===== config.mk =====
export PLATFORM = sky130hd
export DESIGN_NAME = magic_nor_sequencer
export DESIGN_NICKNAME = d
export VERILOG_FILES = /design/src/rtl/magic_pkg.sv /design/src/rtl/magic_prog_mem.sv /design/src/rtl/magic_nor_sequencer.sv
export SDC_FILE = /design/constraint.sdc
export NUM_CORES = 1
export LEC_CHECK = 0
export CORE_UTILIZATION = 49
export DETAILED_ROUTE_END_ITERATION = 8
export PLACE_DENSITY = 0.7
export SLEW_MARGIN = 20
export SYNTH_ARGS = -nofsm -noshare
export SYNTH_HDL_FRONTEND = slang
export SYNTH_SLANG_ARGS = --single-unit

===== constraint.sdc =====
create_clock -name clk -period 7.32 [get_ports clk]
set_input_delay 1.464 -clock clk [delete_from_list [all_inputs] [get_ports clk]]
set_output_delay 1.464 -clock clk [all_outputs]
set_load 0.02 [all_outputs]

===== src/rtl/magic_pkg.sv =====
// Shared types for the MAGIC NOR micro-sequencer: opcodes, gate word layout and FSM states.
package magic_pkg;

    localparam int MAGIC_ADDR_W = 5;

    typedef enum logic [1:0] {
        OP_NOR1 = 2'b00,
        OP_NOR2 = 2'b01,
        OP_HALT = 2'b10,
        OP_ILL  = 2'b11
    } op_t;

    // Gate word as stored in program memory: {op, a, b, dst}, op in the MSBs.
    typedef struct packed {
        op_t                     op;
        logic [MAGIC_ADDR_W-1:0] a;
        logic [MAGIC_ADDR_W-1:0] b;
        logic [MAGIC_ADDR_W-1:0] dst;
    } gate_instr_t;

    typedef enum logic [2:0] {
        ST_IDLE   = 3'd0,
        ST_FETCH  = 3'd1,
        ST_DECODE = 3'd2,
        ST_INIT   = 3'd3,
        ST_EVAL   = 3'd4,
        ST_DONE   = 3'd5
    } seq_state_t;

    function automatic gate_instr_t make_gate(input op_t op,
                                              input logic [MAGIC_ADDR_W-1:0] a,
                                              input logic [MAGIC_ADDR_W-1:0] b,
                                              input logic [MAGIC_ADDR_W-1:0] dst);
        gate_instr_t g;
        g.op  = op;
        g.a   = a;
        g.b   = b;
        g.dst = dst;
        return g;
    endfunction

endpackage


===== src/rtl/magic_prog_mem.sv =====
// Gate program store: single-port RAM, synchronous read, write wins over read.
module magic_prog_mem #(
    parameter int PC_W   = 6,
    parameter int DATA_W = 17
) (
    input  logic              clk,
    input  logic              i_we,
    input  logic              i_re,
    input  logic [PC_W-1:0]   i_addr,
    input  logic [DATA_W-1:0] i_wdata,
    output logic [DATA_W-1:0] o_rdata
);

    logic [DATA_W-1:0] r_mem [2**PC_W];
    logic [DATA_W-1:0] r_rdata;

    // Contents are deliberately not reset so a loaded program survives rst.
    always_ff @(posedge clk) begin
        if (i_we) begin
            r_mem[i_addr] <= i_wdata;
        end else if (i_re) begin
            r_rdata <= r_mem[i_addr];
        end
    end

    assign o_rdata = r_rdata;

endmodule


===== src/rtl/magic_nor_sequencer.sv =====
// Steps a NOR1/NOR2 gate list through INIT/EVAL phases on a MAGIC crossbar row,
// with input-overwrite checks, per-phase ack timeout and sticky error reporting.
module magic_nor_sequencer
    import magic_pkg::*;
#(
    parameter int ADDR_W  = 5,
    parameter int PC_W    = 6,
    parameter int TIMEOUT = 15
) (
    input  logic                  clk,
    input  logic                  rst,
    input  logic                  prog_we,
    input  logic [PC_W-1:0]       prog_addr,
    input  logic [2+3*ADDR_W-1:0] prog_data,
    input  logic                  start,
    input  logic [PC_W-1:0]       prog_len,
    output logic                  busy,
    output logic                  done,
    output logic                  err,
    output logic [PC_W-1:0]       err_pc,
    output logic                  xb_init,
    output logic                  xb_eval,
    output logic                  xb_arity,
    output logic [ADDR_W-1:0]     xb_src_a,
    output logic [ADDR_W-1:0]     xb_src_b,
    output logic [ADDR_W-1:0]     xb_dst,
    input  logic                  xb_ack,
    output logic [PC_W:0]         gate_cnt
);

    localparam int INSTR_W = 2 + 3*ADDR_W;
    localparam int WAIT_W  = $clog2(TIMEOUT + 1);
    localparam logic [WAIT_W-1:0] WAIT_LAST = WAIT_W'(TIMEOUT - 1);
    localparam logic [PC_W-1:0]   PC_ONE    = PC_W'(1);
    localparam logic [PC_W:0]     CNT_ONE   = (PC_W+1)'(1);

    seq_state_t          r_state;
    seq_state_t          w_state_nxt;
    logic [PC_W-1:0]     r_pc;
    logic [PC_W-1:0]     r_len;
    logic [PC_W:0]       r_gate_cnt;
    logic [WAIT_W-1:0]   r_wait;
    logic                r_err;
    logic [PC_W-1:0]     r_err_pc;
    logic                r_xb_init;
    logic                r_xb_eval;
    logic                r_xb_arity;
    logic [ADDR_W-1:0]   r_xb_src_a;
    logic [ADDR_W-1:0]   r_xb_src_b;
    logic [ADDR_W-1:0]   r_xb_dst;

    logic [INSTR_W-1:0]  w_rd_data;
    logic                w_mem_we;
    logic                w_mem_re;
    logic [PC_W-1:0]     w_mem_addr;
    op_t                 w_op;
    logic [ADDR_W-1:0]   w_a;
    logic [ADDR_W-1:0]   w_b;
    logic [ADDR_W-1:0]   w_dst;
    logic                w_conflict;
    logic [PC_W-1:0]     w_pc_inc;
    logic                w_timeout;
    logic                w_accept;
    logic                w_fault;
    logic                w_issue;
    logic                w_gate_done;

    // Loader writes only reach the RAM while idle; otherwise the port reads at pc.
    assign w_mem_we   = prog_we && (r_state == ST_IDLE);
    assign w_mem_re   = (r_state == ST_FETCH);
    assign w_mem_addr = w_mem_we ? prog_addr : r_pc;

    magic_prog_mem #(
        .PC_W   (PC_W),
        .DATA_W (INSTR_W)
    ) u_prog_mem (
        .clk     (clk),
        .i_we    (w_mem_we),
        .i_re    (w_mem_re),
        .i_addr  (w_mem_addr),
        .i_wdata (prog_data),
        .o_rdata (w_rd_data)
    );

    assign w_op  = op_t'(w_rd_data[INSTR_W-1 -: 2]);
    assign w_a   = w_rd_data[3*ADDR_W-1 -: ADDR_W];
    assign w_b   = w_rd_data[2*ADDR_W-1 -: ADDR_W];
    assign w_dst = w_rd_data[ADDR_W-1:0];

    // MAGIC evaluation destroys dst, so dst may not alias any live source.
    assign w_conflict = (w_dst == w_a) || ((w_op == OP_NOR2) && (w_dst == w_b));
    assign w_pc_inc   = r_pc + PC_ONE;
    assign w_timeout  = (r_wait == WAIT_LAST);

    always_ff @(posedge clk) begin
        if (rst) begin
            r_state <= ST_IDLE;
        end else begin
            r_state <= w_state_nxt;
        end
    end

    always_comb begin
        w_state_nxt = r_state;
        w_accept    = 1'b0;
        w_fault     = 1'b0;
        w_issue     = 1'b0;
        w_gate_done = 1'b0;
        case (r_state)
            ST_IDLE: begin
                if (start) begin
                    w_accept    = 1'b1;
                    w_state_nxt = (prog_len == '0) ? ST_DONE : ST_FETCH;
                end
            end
            ST_FETCH: begin
                w_state_nxt = ST_DECODE;
            end
            ST_DECODE: begin
                case (w_op)
                    OP_HALT: w_state_nxt = ST_DONE;
                    OP_ILL: begin
                        w_fault     = 1'b1;
                        w_state_nxt = ST_DONE;
                    end
                    default: begin
                        if (w_conflict) begin
                            w_fault     = 1'b1;
                            w_state_nxt = ST_DONE;
                        end else begin
                            w_issue     = 1'b1;
                            w_state_nxt = ST_INIT;
                        end
                    end
                endcase
            end
            ST_INIT: begin
                // An ack in the last allowed cycle still counts.
                if (xb_ack) begin
                    w_state_nxt = ST_EVAL;
                end else if (w_timeout) begin
                    w_fault     = 1'b1;
                    w_state_nxt = ST_DONE;
                end
            end
            ST_EVAL: begin
                if (xb_ack) begin
                    w_gate_done = 1'b1;
                    w_state_nxt = (w_pc_inc == r_len) ? ST_DONE : ST_FETCH;
                end else if (w_timeout) begin
                    w_fault     = 1'b1;
                    w_state_nxt = ST_DONE;
                end
            end
            ST_DONE: begin
                w_state_nxt = ST_IDLE;
            end
            default: begin
                w_state_nxt = ST_IDLE;
            end
        endcase
    end

    always_ff @(posedge clk) begin
        if (rst) begin
            r_pc       <= '0;
            r_len      <= '0;
            r_gate_cnt <= '0;
            r_wait     <= '0;
            r_err      <= 1'b0;
            r_err_pc   <= '0;
            r_xb_init  <= 1'b0;
            r_xb_eval  <= 1'b0;
            r_xb_arity <= 1'b0;
            r_xb_src_a <= '0;
            r_xb_src_b <= '0;
            r_xb_dst   <= '0;
        end else begin
            if (w_accept) begin
                r_pc       <= '0;
                r_len      <= prog_len;
                r_gate_cnt <= '0;
                r_err      <= 1'b0;
                r_err_pc   <= '0;
            end
            if (w_fault) begin
                r_err    <= 1'b1;
                r_err_pc <= r_pc;
            end
            if (w_gate_done) begin
                r_pc       <= w_pc_inc;
                r_gate_cnt <= r_gate_cnt + CNT_ONE;
            end
            // Wait counter restarts on every phase entry.
            if (((r_state == ST_INIT) || (r_state == ST_EVAL)) && (w_state_nxt == r_state)) begin
                r_wait <= r_wait + WAIT_W'(1);
            end else begin
                r_wait <= '0;
            end
            r_xb_init <= (w_state_nxt == ST_INIT);
            r_xb_eval <= (w_state_nxt == ST_EVAL);
            if (w_issue) begin
                r_xb_arity <= (w_op == OP_NOR2);
                r_xb_src_a <= w_a;
                r_xb_src_b <= (w_op == OP_NOR2) ? w_b : '0;
                r_xb_dst   <= w_dst;
            end
        end
    end

    assign busy     = (r_state != ST_IDLE);
    assign done     = (r_state == ST_DONE);
    assign err      = r_err;
    assign err_pc   = r_err_pc;
    assign gate_cnt = r_gate_cnt;
    assign xb_init  = r_xb_init;
    assign xb_eval  = r_xb_eval;
    assign xb_arity = r_xb_arity;
    assign xb_src_a = r_xb_src_a;
    assign xb_src_b = r_xb_src_b;
    assign xb_dst   = r_xb_dst;

endmodule


==> summary.txt <==
Status
  • Status: complete, but fails checks
  • Failing checks: design-rule violations

Timing
  • Fmax: 178 MHz
  • Min Tclk post-route: 5.63 ns
  • Period utilization: 76.9%
  • Max-slew headroom: 23.6%
  • TNS Setup: 0 ns
  • Slew @ Worst Pin: 1.14 ns
  • Setup-failing EPs final: 0
  • Post-Route Skew: 0.0223 ns
  • Final Max Tran Viols: 0
  • Final WS setup: 1.69 ns
  • Final hold violation count: 0
  • RSZ-0062 raised after global routing: no
  • Worst hold margin: 0.453 ns

Setup path
  • CP Launch Type: input port
  • Crit path max fanout: 37
  • Reg-to-reg startpoint: r_state[2]$_SDFF_PP0_
  • Critical path startpoint: prog_we
  • Critical Path AT: 5.96 ns
  • Worst EP required: 7.65 ns
  • Capture point of the worst reg-to-reg path: u_prog_mem.o_rdata[8]$_DFFE_PP_
  • Cells on worst reg2reg path: 8
  • WS Path Type: input port to flip-flop
  • R2r setup slk: 2.31 ns
  • Worst Setup End Kind: flip-flop

CTS
  • Hold_buf cts: 0
  • Clk sink count: 1156
  • Worst-case clock buffer depth: 3
  • H-tree depth: 3
  • Root Driver: clkbuf_16
  • CTS tree: done
  • CTS buffer count: 110
  • Latest clock arrival within the worst-skew pair: 0.68 ns
  • CTS resizes: 0
  • Post-CTS setup buffer count: 0
  • Clock slew at reported path FFs: 0.06 ns

Layout
  • Nets: 2574
  • Final core utilization: 56.5%
  • Antenna diodes: 0
  • Layout fillers: 6334
  • Area delta synth->final: 14.1%
  • Post-route cell area: 0.0482 mm²
  • Final cell count without fillers: 3766
  • Layout cells sized above 1: 12.8%

Floorplanning
  • Die height: 296 µm
  • Initial Util: 49.5%
  • Full die area: 0.0873 mm²
  • # IOs: 68
  • Core area: 0.0853 mm²
  • Die Wd: 296 µm
  • Row cnt: 107

Yosys
  • Ys flop type: edfxtp_1
  • Seq cells post-synth: 1156
  • Ys async rst share: 0%
  • Netlist cell types: 54
  • Syn avg cell area: 17.6 µm²
  • Yosys warns: 0
  • Synthesized instance count: 2394
  • Post-Syn Area: 0.0422 mm²
  • Syn_nets: 2432
  • Number of enable flip-flop cells after synthesis: 1105
  • Sequential share of the synthesized area: 81.0%

Drt
  • Iter 0 DRT Violations: 4390
  • Pre-antenna DRT Iters: 9
  • Via Count: 24800
  • # DRC: 7
  • Routed len/inst: 30.4 µm
  • Vias/cell: 6.58
  • Detailed Route WL: 114000 µm
  • ANT nets after route: 0

Placed design
  • Place WS: 0.999 ns
  • Final GP Congestion: 0.865
  • Placed Instance Area: 0.0447 mm²
  • Post-DP HPWL: 65500 µm
  • IO Port Bufs: 67
  • Placed Cells: 3568

Worst hold path
  • Endpoint, Worst Hold: err$_SDFFE_PP0P_
  • Hold WC Path Type: flip-flop to flip-flop
  • Min-delay src: err$_SDFFE_PP0P_
  • Hold Crit Depth: 2

GRT
  • Global-route wire length before repair: 164000 µm
  • Initial antenna violation count: 4
  • Number of global-route vias before repair: 23700
  • All-Layer GR Usage: 26.1%
  • GRT Residual Overflow: 0
  • Largest net degree at the start of global routing: 94

Run
  • Maxcap violations: 0

Power
  • PwrDens: 281 mW/mm²
  • Power Total: 13.6 mW
  • Leakage: 15.0 nW
  • VDD IR-drop max: 0.197 mV
-- metal layers --
metal	track usage, %	vias to the layer above	share of wire (%)
li1	-	10300	-
met1	36.5	12500	37
met2	39.9	1756	45
met3	6.44	227	13
met4	9.84	4	3.8
met5	0	-	0.024
-- worst max path at each step --
stage                                             to  slack [ns]  cells after the start
floorplan           u_prog_mem.r_mem[8][0]$_DFFE_PP_        2.85                      7
global placement     u_prog_mem.o_rdata[1]$_DFFE_PP_        0.73                      9
detailed placement   u_prog_mem.o_rdata[5]$_DFFE_PP_         1.0                      9
CTS                  u_prog_mem.o_rdata[5]$_DFFE_PP_        1.67                      9
global route         u_prog_mem.o_rdata[8]$_DFFE_PP_        1.60                      9
finish               u_prog_mem.o_rdata[8]$_DFFE_PP_        1.69                      9
-- cells in the final DEF (no fill, tap or decap), types with 28 or more instances in the layout --
cell type / netlist / final
a21oi_1: 51 / 51
a221oi_1: 119 / 119
a222oi_1: 140 / 140
a22o_1: 119 / 119
a22oi_1: 28 / 28
a31oi_1: 115 / 115
buf_4: 6 / 119
clkbuf_16: 0 / 113
clkdlybuf4s50_1: 0 / 50
dfxtp_1: 51 / 51
edfxtp_1: 1105 / 1105
nand2_1: 180 / 179
nand3_1: 43 / 43
nor2_1: 91 / 91
-- sequential cells by signal (all words and copies together) (netlist names), 3 cells and up --
register            flops
xb_dst                  5
r_pc                    6
r_state                 3
xb_src_b                5
gate_cnt                7
r_len                   6
u_prog_mem.r_mem     1088
xb_src_a                5
r_wait                  4
err_pc                  6
u_prog_mem.o_rdata     17
-- worst max-delay path, cell delays in order --
cell             delay [ns]
clkdlybuf4s50_1        0.51
or4b_1                 0.87
nand3_1                0.32
nand2_4                0.38
buf_4                  0.46
a221oi_1               0.33
a31oi_1                0.30
nor4_1                 1.02
o2111ai_1              0.28
-- Yosys cell counts, types with 4 or more instances --
master | number | share of area [%]
buf_1 | 5 | 0.044
a31o_2 | 12 | 0.25
dfxtp_1 | 51 | 2.4
clkbuf_1 | 116 | 1.0
a22oi_1 | 28 | 0.50
o21ai_0 | 10 | 0.12
a22o_1 | 119 | 2.5
buf_6 | 4 | 0.11
edfxtp_1 | 1105 | 79
nand3_1 | 43 | 0.51
o2111ai_1 | 13 | 0.27
buf_2 | 33 | 0.39
nand3b_1 | 9 | 0.16
a31oi_1 | 115 | 1.7
nor4_1 | 23 | 0.34
or3_1 | 7 | 0.10
nor2_1 | 91 | 0.81
xnor2_1 | 13 | 0.27
xor2_1 | 11 | 0.23
and3_1 | 5 | 0.074
nor3_1 | 12 | 0.14
mux2i_1 | 5 | 0.12
and2_1 | 4 | 0.059
ha_1 | 4 | 0.12
or2_2 | 6 | 0.089
nand2b_1 | 9 | 0.13
nor2b_1 | 11 | 0.16
a222oi_1 | 140 | 3.3
inv_1 | 5 | 0.044
buf_4 | 6 | 0.11
nand2_1 | 180 | 1.6
a21oi_1 | 51 | 0.60
a221oi_1 | 119 | 2.5
-- area by class of cell --
class / instances / area [µm²] / share of cell area (%)
clock buffer: 137 / 2920 / 6.05
tap: 1144 / 1430 / 2.97
multi-input combinational: 1069 / 7420 / 15.4
clock inverter: 61 / 559 / 1.16
inverter: 5 / 18.8 / 0.0389
timing repair buffer: 194 / 1640 / 3.40
sequential: 1156 / 34200 / 71.0
-- cell families (layout without fill, tap and decap cells) --
group / after synthesis / after routing / share of synthesized area, %
adder cells (fa/ha/maj): 4 / 4 / 0.119
flip-flops: 1156 / 1156 / 81.0
AO/OA/AOI/OAI: 621 / 621 / 12.0
multiplexers: 7 / 7 / 0.204
AND/OR/NAND/NOR: 413 / 413 / 4.48
buffers and inverters: 169 / 397 / 1.72
XOR/XNOR: 24 / 24 / 0.498
-- power breakdown --
group	total [mW]	internal [mW]	switching, mW
Sequential	7.34	7.29	0.0409
Clock	5.52	3.16	2.35
Combinational	0.701	0.198	0.503
Note: power is estimated with default switching activity, not from simulation.
